### config.mk
export PLATFORM = sky130hd
export DESIGN_NAME = uart_led_cmd_ctrl
export DESIGN_NICKNAME = d
export VERILOG_FILES = /design/src/rtl/uart_led_cmd_ctrl.sv
export SDC_FILE = /design/constraint.sdc
export NUM_CORES = 1
export LEC_CHECK = 0
export CORE_MARGIN = 5
export CORE_UTILIZATION = 63
export CTS_BUF_LIST = sky130_fd_sc_hd__clkbuf_4
export DETAILED_ROUTE_END_ITERATION = 10
export PLACE_DENSITY_LB_ADDON = 0.12
export SYNTH_ARGS = -nofsm -noshare
export SYNTH_HDL_FRONTEND = slang
export SYNTH_SLANG_ARGS = --single-unit
### constraint.sdc
create_clock -name clk -period 4.65 [get_ports clk]
set_input_delay 0.93 -clock clk [delete_from_list [all_inputs] [get_ports clk]]
set_output_delay 0.93 -clock clk [all_outputs]
set_load 0.005 [all_outputs]
### src/rtl/uart_led_cmd_ctrl.sv
// Command sequencer between the UART receiver and the LEDs: parses 1/2-byte
// commands and drives the LEDs in OFF, STATIC, BLINK or ROTATE mode.
module uart_led_cmd_ctrl #(
  parameter int unsigned TICK_DIV = 1000000,
  parameter int unsigned TIMEOUT  = 100000000
) (
  input  logic       clk,
  input  logic       rst_n,
  input  logic       write_done,
  input  logic [7:0] byte_in,
  output logic [7:0] led_out,
  output logic [1:0] mode,
  output logic       cmd_err
);

  localparam int unsigned PW = (TICK_DIV > 1) ? $clog2(TICK_DIV) : 1;
  localparam int unsigned TW = (TIMEOUT > 1) ? $clog2(TIMEOUT) : 1;
  localparam logic [PW-1:0] PRESC_MAX = PW'(TICK_DIV - 1);
  localparam logic [TW-1:0] TO_MAX    = TW'(TIMEOUT - 1);

  typedef enum logic [1:0] {
    M_OFF    = 2'b00,
    M_STATIC = 2'b01,
    M_BLINK  = 2'b10,
    M_ROTATE = 2'b11
  } mode_e;

  typedef enum logic {
    P_OPCODE  = 1'b0,
    P_OPERAND = 1'b1
  } pstate_e;

  pstate_e       pstate_q, pstate_d;
  mode_e         mode_q, mode_d;
  logic [1:0]    op_q, op_d;
  logic [7:0]    pattern_q, pattern_d;
  logic [7:0]    rot_q, rot_d;
  logic [7:0]    period_q, period_d;
  logic          phase_q, phase_d;
  logic [PW-1:0] presc_q, presc_d;
  logic [7:0]    tick_cnt_q, tick_cnt_d;
  logic [TW-1:0] to_cnt_q, to_cnt_d;
  logic [7:0]    led_q, led_d;
  logic          err_q, err_d;

  logic          tick;
  logic          animating;
  logic          event_hit;
  logic [7:0]    operand_period;

  assign tick           = (presc_q == PRESC_MAX);
  assign animating      = (mode_q == M_BLINK) || (mode_q == M_ROTATE);
  assign event_hit      = animating && tick && (tick_cnt_q == (period_q - 8'd1));
  assign operand_period = (byte_in == 8'h00) ? 8'd1 : byte_in;

  // State register
  always_ff @(posedge clk or negedge rst_n) begin
    if (!rst_n) begin
      pstate_q   <= P_OPCODE;
      mode_q     <= M_OFF;
      op_q       <= 2'b00;
      pattern_q  <= 8'h00;
      rot_q      <= 8'h00;
      period_q   <= 8'd1;
      phase_q    <= 1'b1;
      presc_q    <= '0;
      tick_cnt_q <= 8'd0;
      to_cnt_q   <= '0;
      led_q      <= 8'h00;
      err_q      <= 1'b0;
    end else begin
      pstate_q   <= pstate_d;
      mode_q     <= mode_d;
      op_q       <= op_d;
      pattern_q  <= pattern_d;
      rot_q      <= rot_d;
      period_q   <= period_d;
      phase_q    <= phase_d;
      presc_q    <= presc_d;
      tick_cnt_q <= tick_cnt_d;
      to_cnt_q   <= to_cnt_d;
      led_q      <= led_d;
      err_q      <= err_d;
    end
  end

  // Parser, display timebase and LED selection
  always_comb begin
    pstate_d   = pstate_q;
    mode_d     = mode_q;
    op_d       = op_q;
    pattern_d  = pattern_q;
    rot_d      = rot_q;
    period_d   = period_q;
    phase_d    = phase_q;
    tick_cnt_d = tick_cnt_q;
    to_cnt_d   = to_cnt_q;
    err_d      = 1'b0;
    presc_d    = tick ? '0 : presc_q + PW'(1);

    // Events first so that a commit below overrides them
    if (animating && tick) begin
      if (event_hit) begin
        tick_cnt_d = 8'd0;
        if (mode_q == M_BLINK) begin
          phase_d = ~phase_q;
        end else begin
          rot_d = {rot_q[6:0], rot_q[7]};
        end
      end else begin
        tick_cnt_d = tick_cnt_q + 8'd1;
      end
    end

    unique case (pstate_q)
      P_OPCODE: begin
        if (write_done) begin
          unique case (byte_in)
            8'h00: mode_d = M_OFF;
            8'h01, 8'h02, 8'h03: begin
              op_d     = byte_in[1:0];
              to_cnt_d = '0;
              pstate_d = P_OPERAND;
            end
            default: err_d = 1'b1;
          endcase
        end
      end
      P_OPERAND: begin
        if (write_done) begin
          pstate_d = P_OPCODE;
          case (op_q)
            2'd2: begin
              period_d   = operand_period;
              mode_d     = M_BLINK;
              phase_d    = 1'b1;
              presc_d    = '0;
              tick_cnt_d = 8'd0;
            end
            2'd3: begin
              period_d   = operand_period;
              mode_d     = M_ROTATE;
              rot_d      = pattern_q;
              presc_d    = '0;
              tick_cnt_d = 8'd0;
            end
            default: begin
              pattern_d = byte_in;
              mode_d    = M_STATIC;
            end
          endcase
        end else if (to_cnt_q == TO_MAX) begin
          err_d    = 1'b1;
          pstate_d = P_OPCODE;
        end else begin
          to_cnt_d = to_cnt_q + TW'(1);
        end
      end
      default: pstate_d = P_OPCODE;
    endcase

    unique case (mode_q)
      M_OFF:    led_d = 8'h00;
      M_STATIC: led_d = pattern_q;
      M_BLINK:  led_d = phase_q ? pattern_q : 8'h00;
      M_ROTATE: led_d = rot_q;
      default:  led_d = 8'h00;
    endcase
  end

  assign led_out = led_q;
  assign mode    = mode_q;
  assign cmd_err = err_q;

endmodule

# Word level (Yosys, flattened, before mapping)
# Index checks and enable logic that the tools add are counted.
[totals]
input_bits = 11
register_bits = 94
wordCells = 93
out_inout_bits = 11
[op_classes]
bitwise = 3
n_mux = 44
reduce_logical = 13
n_eq_ne = 17
add_sub_neg = 4
[ops]
columns = ["op", "n"]
rows = [
  ["$mux W27", 4],
  ["$mux W8", 13],
  ["$mux W20", 4],
  ["$pmux W27 S2", 1],
  ["$pmux W8 S4", 1],
  ["$add A27 B1 Y27 const B", 1],
  ["$eq A27 B27 Y1 const B", 1],
  ["$add A20 B1 Y20 const B", 1],
  ["$eq A20 B20 Y1 const B", 1],
  ["$eq A8 B2 Y1 const B", 2],
  ["$mux W1", 14],
  ["$reduce_and A3 Y1", 4],
  ["$ne A2 B2 Y1 const B", 5],
  ["$add A8 B1 Y8 const B", 1],
  ["$eq A2 B2 Y1 const B", 4],
  ["$eq A8 B1 Y1 const B", 1],
  ["$eq A8 B8 Y1", 1],
  ["$logic_not A8 Y1", 1],
  ["$pmux W2 S2", 2],
  ["$sub A8 B1 Y8 const B", 1],
  ["$mux W2", 3],
  ["$pmux W1 S2", 2],
  ["$reduce_and A4 Y1", 1],
  ["$reduce_or A4 Y1", 1],
  ["other kinds (8)", 11],
]

# Logic depth before layout (Yosys ltp)
# Gate-level depths: netlist of the first run.
[logic_depth]
ltp_word = 9
ltp_mapped = 9
depth_no_buf = 8

# Worst setup path before layout of the first run
# No wires, ideal clock.
[synth_path]
path_kind = "input -> register"
from = "in write_done"
to = "reg to_cnt_q[15]"
cell_stages = 8
path_slack_ps = 2031
n_path_buf = 1
arrival_time_ps = 2542
path_cell_list = "inv_1 > ha_1 > nand2_1 > or2_1 > or3_1 > clkbuf_1 > or3_1 > a21oi_1"
[synth_via]
elab_chain_len = 2
word_cells_on_any_way = 3
cone_classes = "eq/ne (2); reduce/logical (1)"
[synth_rtl]
columns = ["element", "line_no", "source"]
rows = [
  ["start, declared", "9", "input logic write_done,"],
  ["$ne A2 B2 Y1 (no line)", "-", ""],
  ["$reduce_and A4 Y1 (no line) *", "-", ""],
  ["end signal, assigned", "81", "to_cnt_q <= to_cnt_d;"],
  ["end, declared", "42", "logic [TW-1:0] to_cnt_q, to_cnt_d;"],
]
# Every way passes the cells marked *; elsewhere a longest branch is shown, timed or not.
# A chain may end at the register's enable or synchronous reset.

# Final worst setup path of the first run
[layout_path]
from = "in byte_in[5]"
to = "reg to_cnt_q[16]"
[layout_via]
elab_chain_len = 4
word_cells_on_any_way = 6
cone_classes = "eq/ne (4); reduce/logical (2)"
[layout_rtl]
columns = ["element", "line_no", "source"]
rows = [
  ["start, declared", "10", "input logic [7:0] byte_in,"],
  ["$eq A8 B1 Y1 / $eq A8 B2 Y1 (equally long branches)", "118", "unique case (byte_in)"],
  ["$reduce_or A3 Y1 *", "118", ""],
  ["$ne A2 B1 Y1 (no line) *", "-", ""],
  ["$reduce_and A4 Y1 (no line) *", "-", ""],
]
# Marks and branches as above.

==> impl_metrics.toml, run 1 <==
[run_status]
status = "completed"

[critical_path]
reg2reg_from = "pstate_q$_DFF_PN0_"
critical_path.startpoint = "byte_in[5]"
cp-start-kind = "input port"
crit_arrival_ns = 3.49
r2r_setup_slack_ns = 2.07
crit_path_end_kind = "register"
critPathRequiredTime_ns = 4.98
worstSetupPathType = "in -> reg"
worstPathMaxFanout = 20

[finish]
final_cell_mix = "92 x dfrtp_1, 58 x nor2_1, 55 x nand2_1, 27 x xor2_1, 26 x nand3_1"
syn2layout_area_growth_pct = 9.606
final_layout_size_suffix_gt1_frac = 0.07921
fin_cells = 604
n_antenna_cell = 0
design.final.nets = 518
final_common_cell = "dfrtp_1"

[route]
routed_wl_um = 9344
drtIter0Drc = 173
routedWlPerCell_um = 15.47
vias_per_cell = 5.846
highest_layer = "met4"
wirelength_met1_um = 4309
drc = 0
wl_met2_um = 4485
firstDrtPassIters = 4
num_vias = 3531
ant_nets = 0
met3_length_um = 366

[pwr]
combPwrFrac = 0.094
power.switching_uw = 426.2
power_leakage_uw = 0.002351
p_per_area_nw_per_um2 = 307.5
ir_drop_mv = 0.2656
p_int_uw = 1181
swShare = 0.2653
p_clk_frac = 0.319
pwr-share-seq = 0.587

[synthesis]
syn_area_um2 = 4767
yosys.area_share.adder = 0.01837
synth_ff_type = "dfrtp_1"
yosysSeqAreaShare = 0.4940
synth_compound_area_frac = 0.07402
ys_ff_latch = 94
synth_fp_nets = 498
synth_edf_count = 0
ys_warn_count = 0
synth_xor_area_frac = 0.09370
ys_async_sr_fraction = 1.000
netlist_instances = 480
post_synth.cell_area_avg_um2 = 9.931
ys_types = 52
synth_mux_area_frac = 0.05879
synth-simple-area-share = 0.2412
synth_top_family_by_area = "simple AND/OR/NAND/NOR gates"

[sta]
worst_pin_slew_ns = 0.7606
fin_tns_setup_ns = 0
clock_skew_ns = 0.01850
fmax_mhz = 316.5
fin_crit_ns = 3.160
slew_headroom = 0.4924
setup-violations-final = 0
finalCritPeriodShare = 0.6795
rsz0062_at_grt = "no"
hold_viol_final = 0
maxSlewViolCount = 0

[clocking]
ctsHtreeMaxLevel = 3
cts.sinks = 94
ctsResizeCount = 0
cts-root-buf = "clkbuf_4"
cts_tree = "done"
cts_hold_buf = 0
cts_buffers = 9
clockBufferDepth = 2
worstSkewPairLatency_ns = 0.44
post_cts.repair.setup_buffers = 0
clk_pin_slew_ns = 0.15

[global_route]
grt_remaining_overflow = 0
grt_usage = 0.2133
grt_first_pass_wirelength_um = 16850
grt_max_degree = 58
antenna_found_initial = 0
grt_pass1_vias = 3583

[placed_design]
routabilityCongestion = 0.8206
hpwl_um = 6509
dp.cells = 588
numPortBuffers = 21

[floorplanning]
core_area_um2 = 7292
pin_count = 22
start_util = 0.6537
dieHeight_um = 96.99
fp.dieArea_um2 = 9406
num_rows = 31
die_w_um = 96.99

[flow_run]
maxCapViolCount = 0

[worst_hold_path]
hp-class = "reg -> reg"
min-delay-start = "presc_q[0]$_DFF_PN0_"
==> metal layers <==
metal | global-route usage | vias to the layer above
met1 | 0.2808 | 1722
met2 | 0.3514 | 72
li1 | - | 1722
met4 | 0.06587 | 0
met3 | 0.04892 | 15
met5 | 0 | -
==> cell families (layout without fill, tap and decap cells) <==
family | count (synthesis) | count (layout)
AO/OA/AOI/OAI | 54 | 54
buffers and inverters | 24 | 49
adder cells (fa/ha/maj) | 7 | 7
multiplexers | 26 | 26
XOR/XNOR | 51 | 51
AND/OR/NAND/NOR | 224 | 224
flip-flops | 94 | 94
==> final timing paths <==
check                                            to  depth (start not counted)
min in group asynchronous   tick_cnt_q[6]$_DFF_PN0_                          1
max reg2reg                to_cnt_q[15]$_DFFE_PN0P_                          7
max                        to_cnt_q[16]$_DFFE_PN0P_                          7
max in group asynchronous   to_cnt_q[6]$_DFFE_PN0P_                          2
min reg2reg                    presc_q[0]$_DFF_PN0_                          1
min                            presc_q[0]$_DFF_PN0_                          1
==> through the flow <==
stage / hold slack (ns) / total power (uW) / instance area [um2] / worst slack, ns / utilization
2_1_floorplan: 0.4449 / 1028 / 4767 / 2.031 / -
3_3_place_gp: 0.4776 / 1102 / 5056 / 1.114 / 0.6934
3_5_place_dp: 0.4812 / 1109 / 5056 / 1.010 / 0.6934
4_1_cts: 0.5007 / 1621 / 5225 / 1.480 / 0.7165
5_1_grt: 0.5338 / 1689 / 5225 / 1.256 / 0.7165
6_report: 0.5030 / 1607 / 5225 / 1.490 / 0.7165
==> state kept, by name, indices dropped and copies added, names as in the netlist <==
| name | count |
|---|---|
| mode | 2 |
| rot_q | 8 |
| pstate_q | 1 |
| period_q | 8 |
| cmd_err | 1 |
| pattern_q | 8 |
| to_cnt_q | 27 |
| phase_q | 1 |
| presc_q | 20 |
| op_q | 2 |
| tick_cnt_q | 8 |
| led_out | 8 |
==> power by group through the flow <==
stage                     combinational (uW)  clock, uW  sequential (uW)
after floorplan                         93.5          0              934
after global placement                   148          0              953
after detailed placement                 153          0              956
after CTS                                154        526              941
after global routing                     173        562              953
final                                    151        513              943
==> critical path, cell delays in order <==
cell,delay (ns)
clkdlybuf4s50_1,0.45
or4_1,0.57
nor3_2,0.28
o21ai_1,0.21
nor3b_4,0.67
nor2b_1,0.10
mux2_2,0.28
==> cells in the mapped netlist (all sizes together), types with 12 or more instances <==
cell type / count / area share
dfrtp: 92 / 0.48
nor2: 58 / 0.046
nand2: 56 / 0.045
xor2: 27 / 0.050
nand3: 26 / 0.027
xnor2: 24 / 0.044
a21oi: 19 / 0.020
mux2: 16 / 0.038
o21ai: 16 / 0.017
nand4: 13 / 0.018
nor3: 12 / 0.014
==> final cells by class <==
type / count / area (um2)
clock buffers: 9 / 67.56
clock inverters: 7 / 101.3
inverters: 10 / 37.54
multi-input cells: 362 / 2317
flip-flops and latches: 94 / 2355
repair buffers: 23 / 222.7
fillers: 572 / 2067
well taps: 99 / 123.9
Note: power is estimated with default switching activity, not from simulation.
==> inputs of run 2 (changes only) <==
CORE_UTILIZATION = 57   (was 63)
clock period = 2.59 ns   (was 4.65 ns; I/O delays follow)
==> run 2 against run 1 <==
- sequential share of layout area down 1.6 points
- register-to-register slack worse by 1.9 ns
- worst setup slack worse by 1.3 ns
- count of clock-buffer cells in the layout unchanged
- cell area up 3.7%
- flip-flop and latch count unchanged
- non-clock buffer count up 24
- die area up 9.4%
- critical path type is now reg -> reg
- largest power group unchanged
==> impl_metrics.toml, run 2 (synthesis results as in run 1) <==
[placed_design]
numPortBuffers = 21
hpwl_um = 6998
dp_slack_ns = -0.1022
dp.cells = 618
routabilityCongestion = 0.8223

[finish]
utilization = 0.6630
largest_reg_flops = 27
n_antenna_cell = 0
fin_cells = 634
final_common_cell = "dfrtp_1"
final_layout_size_suffix_gt1_frac = 0.1191
largest-register = "to_cnt_q"
design.final.nets = 542
biggestRegsByFlops = "to_cnt_q: 27 flops, presc_q: 20 flops"
syn2layout_area_growth_pct = 13.70
fill_cells = 679
final_cell_mix = "92 x dfrtp_1, 58 x nor2_1, 55 x nand2_1, 27 x xor2_1"

[critical_path]
critPathSlowestCell = "dfstp_2"
crit_arrival_ns = 2.69
crit_path_end_kind = "register"
r2r-end = "rot_q[7]$_DFF_PN0_"
cp-endpoint = "rot_q[7]$_DFF_PN0_"
critical_path.startpoint = "period_q[0]$_DFFE_PN1P_"
critPathRequiredTime_ns = 2.89
cp-start-kind = "register"
path_cells = "inv_1, ha_1, xnor2_1, mux2i_1, o32ai_1, nand4_2, buf_4, mux2i_1, a21oi_1"
reg2reg_from = "period_q[0]$_DFFE_PN1P_"
crit_family = "flip-flops"
cp_common_cell = "mux2i_1"
reg2reg_depth = 9
worstSetupPathType = "reg -> reg"
r2r_setup_slack_ns = 0.20
cp.depth = 9
worstPathMaxFanout = 8
cp_num_buf_inv = 2
crit_path_max_incr_delay_ns = 0.60

[clocking]
cts_tree = "done"
ctsResizeCount = 0
clk_pin_slew_ns = 0.16
worstSkewPairLatency_ns = 0.44
post_cts.repair.setup_buffers = 0
cts_hold_buf = 0
ctsHtreeMaxLevel = 3
cts_buffers = 9
clockBufferDepth = 2
cts.sinks = 94
cts-root-buf = "clkbuf_4"

[route]
drc = 0
routed_wl_um = 9737
vias_per_cell = 5.700
firstDrtPassIters = 4
routedWlPerCell_um = 15.36
drtIter0Drc = 149
num_vias = 3614
ant_nets = 0

[sta]
finalWorstSetupSlack_ns = 0.1977
slew_headroom = 0.5746
worst_pin_slew_ns = 0.6358
maxSlewViolCount = 0
finalCritPeriodShare = 0.9237
fmax_mhz = 418.0
clock_skew_ns = 0.02045
setup-violations-final = 0
rsz0062_at_grt = "no"
hold_viol_final = 0
fin_crit_ns = 2.392

[global_route]
antenna_found_initial = 0
grt_usage = 0.2054
grt_max_degree = 39
grt_first_pass_wirelength_um = 16820
grt_remaining_overflow = 0
grt_pass1_vias = 3658

[worst_hold_path]
hp-class = "in -> async"

[pwr]
p_per_area_nw_per_um2 = 533.1
power_leakage_uw = 0.002464
ir_drop_mv = 0.2711

[floorplanning]
pin_count = 22
dieHeight_um = 101.5
fp.dieArea_um2 = 10290
start_util = 0.5831
die_w_um = 101.5
num_rows = 33
core_area_um2 = 8175

[flow_run]
maxCapViolCount = 0

[run_status]
status = "completed"
==> run 2: changes by cell type in the layout (fill, tap and decap cells not counted) <==
| cell | before | now |
|---|---|---|
| buf_12 | 0 | 1 |
| buf_4 | 3 | 26 |
| inv_8 | 1 | 0 |
| clkinv_1 | 0 | 1 |
| clkinv_4 | 0 | 1 |
| clkinvlp_4 | 1 | 2 |
| clkinv_2 | 1 | 0 |
| inv_6 | 2 | 1 |
==> run 2: final cells by class <==
class / count / area [um2] / area share
Timing Repair Buffer: 47 / 415.4 / 0.07664
Multi-Input combinational cell: 362 / 2317 / 0.4275
Tap cell: 105 / 131.4 / 0.02424
Clock buffer: 9 / 67.56 / 0.01247
Clock inverter: 7 / 96.34 / 0.01777
Sequential cell: 94 / 2355 / 0.4344
Inverter: 10 / 37.54 / 0.006925
==> run 2: where the power goes <==
group	leakage [uW]	internal, uW	switching, uW
logic	0.00117	157	134
registers	0.00122	1570	113
clock network	0.0000802	394	523
total	0.00246	2120	770
==> run 2: stage by stage <==
| step | instance area (um2) | hold WS, ns | total power (uW) | setup TNS (ns) |
|---|---|---|---|---|
| 6_report | 5420 | 0.01317 | 2890 | 0 |
| 5_1_grt | 5420 | 0.01780 | 3026 | 0 |
| 4_1_cts | 5420 | 0.01201 | 2921 | 0 |
| 3_5_place_dp | 5256 | 0.4748 | 2005 | -0.7426 |
| 3_3_place_gp | 5256 | 0.4733 | 1988 | -0.3312 |
| 2_1_floorplan | 4767 | 0.2224 | 1845 | 0 |
==> run 2: worst min path at each step <==
stage	from	to	depth (start not counted)
after floorplan	rst_n	cmd_err$_DFF_PN0_	0
after global placement	op_q[0]$_DFFE_PN0P_	phase_q$_DFF_PN1_	1
after detailed placement	op_q[0]$_DFFE_PN0P_	phase_q$_DFF_PN1_	1
after CTS	rst_n	tick_cnt_q[4]$_DFF_PN0_	1
after global routing	rst_n	tick_cnt_q[7]$_DFF_PN0_	1
final	rst_n	tick_cnt_q[7]$_DFF_PN0_	1
==> run 2: routing by layer <==
| layer | part of all wire | GRT usage | wire length (um) |
|---|---|---|---|
| met1 | 0.46 | 0.2679 | 4469 |
| met2 | 0.49 | 0.3410 | 4817 |
| met3 | 0.027 | 0.03581 | 265 |
| met4 | 0.019 | 0.08180 | 184 |
| met5 | 0 | 0 | 0 |
==> inputs of run 3 (changes only) <==
GPL_ROUTABILITY_DRIVEN = 0   (was unset)
==> results of run 3 <==
Final layout, timing and power as in run 2 (identical DEF).
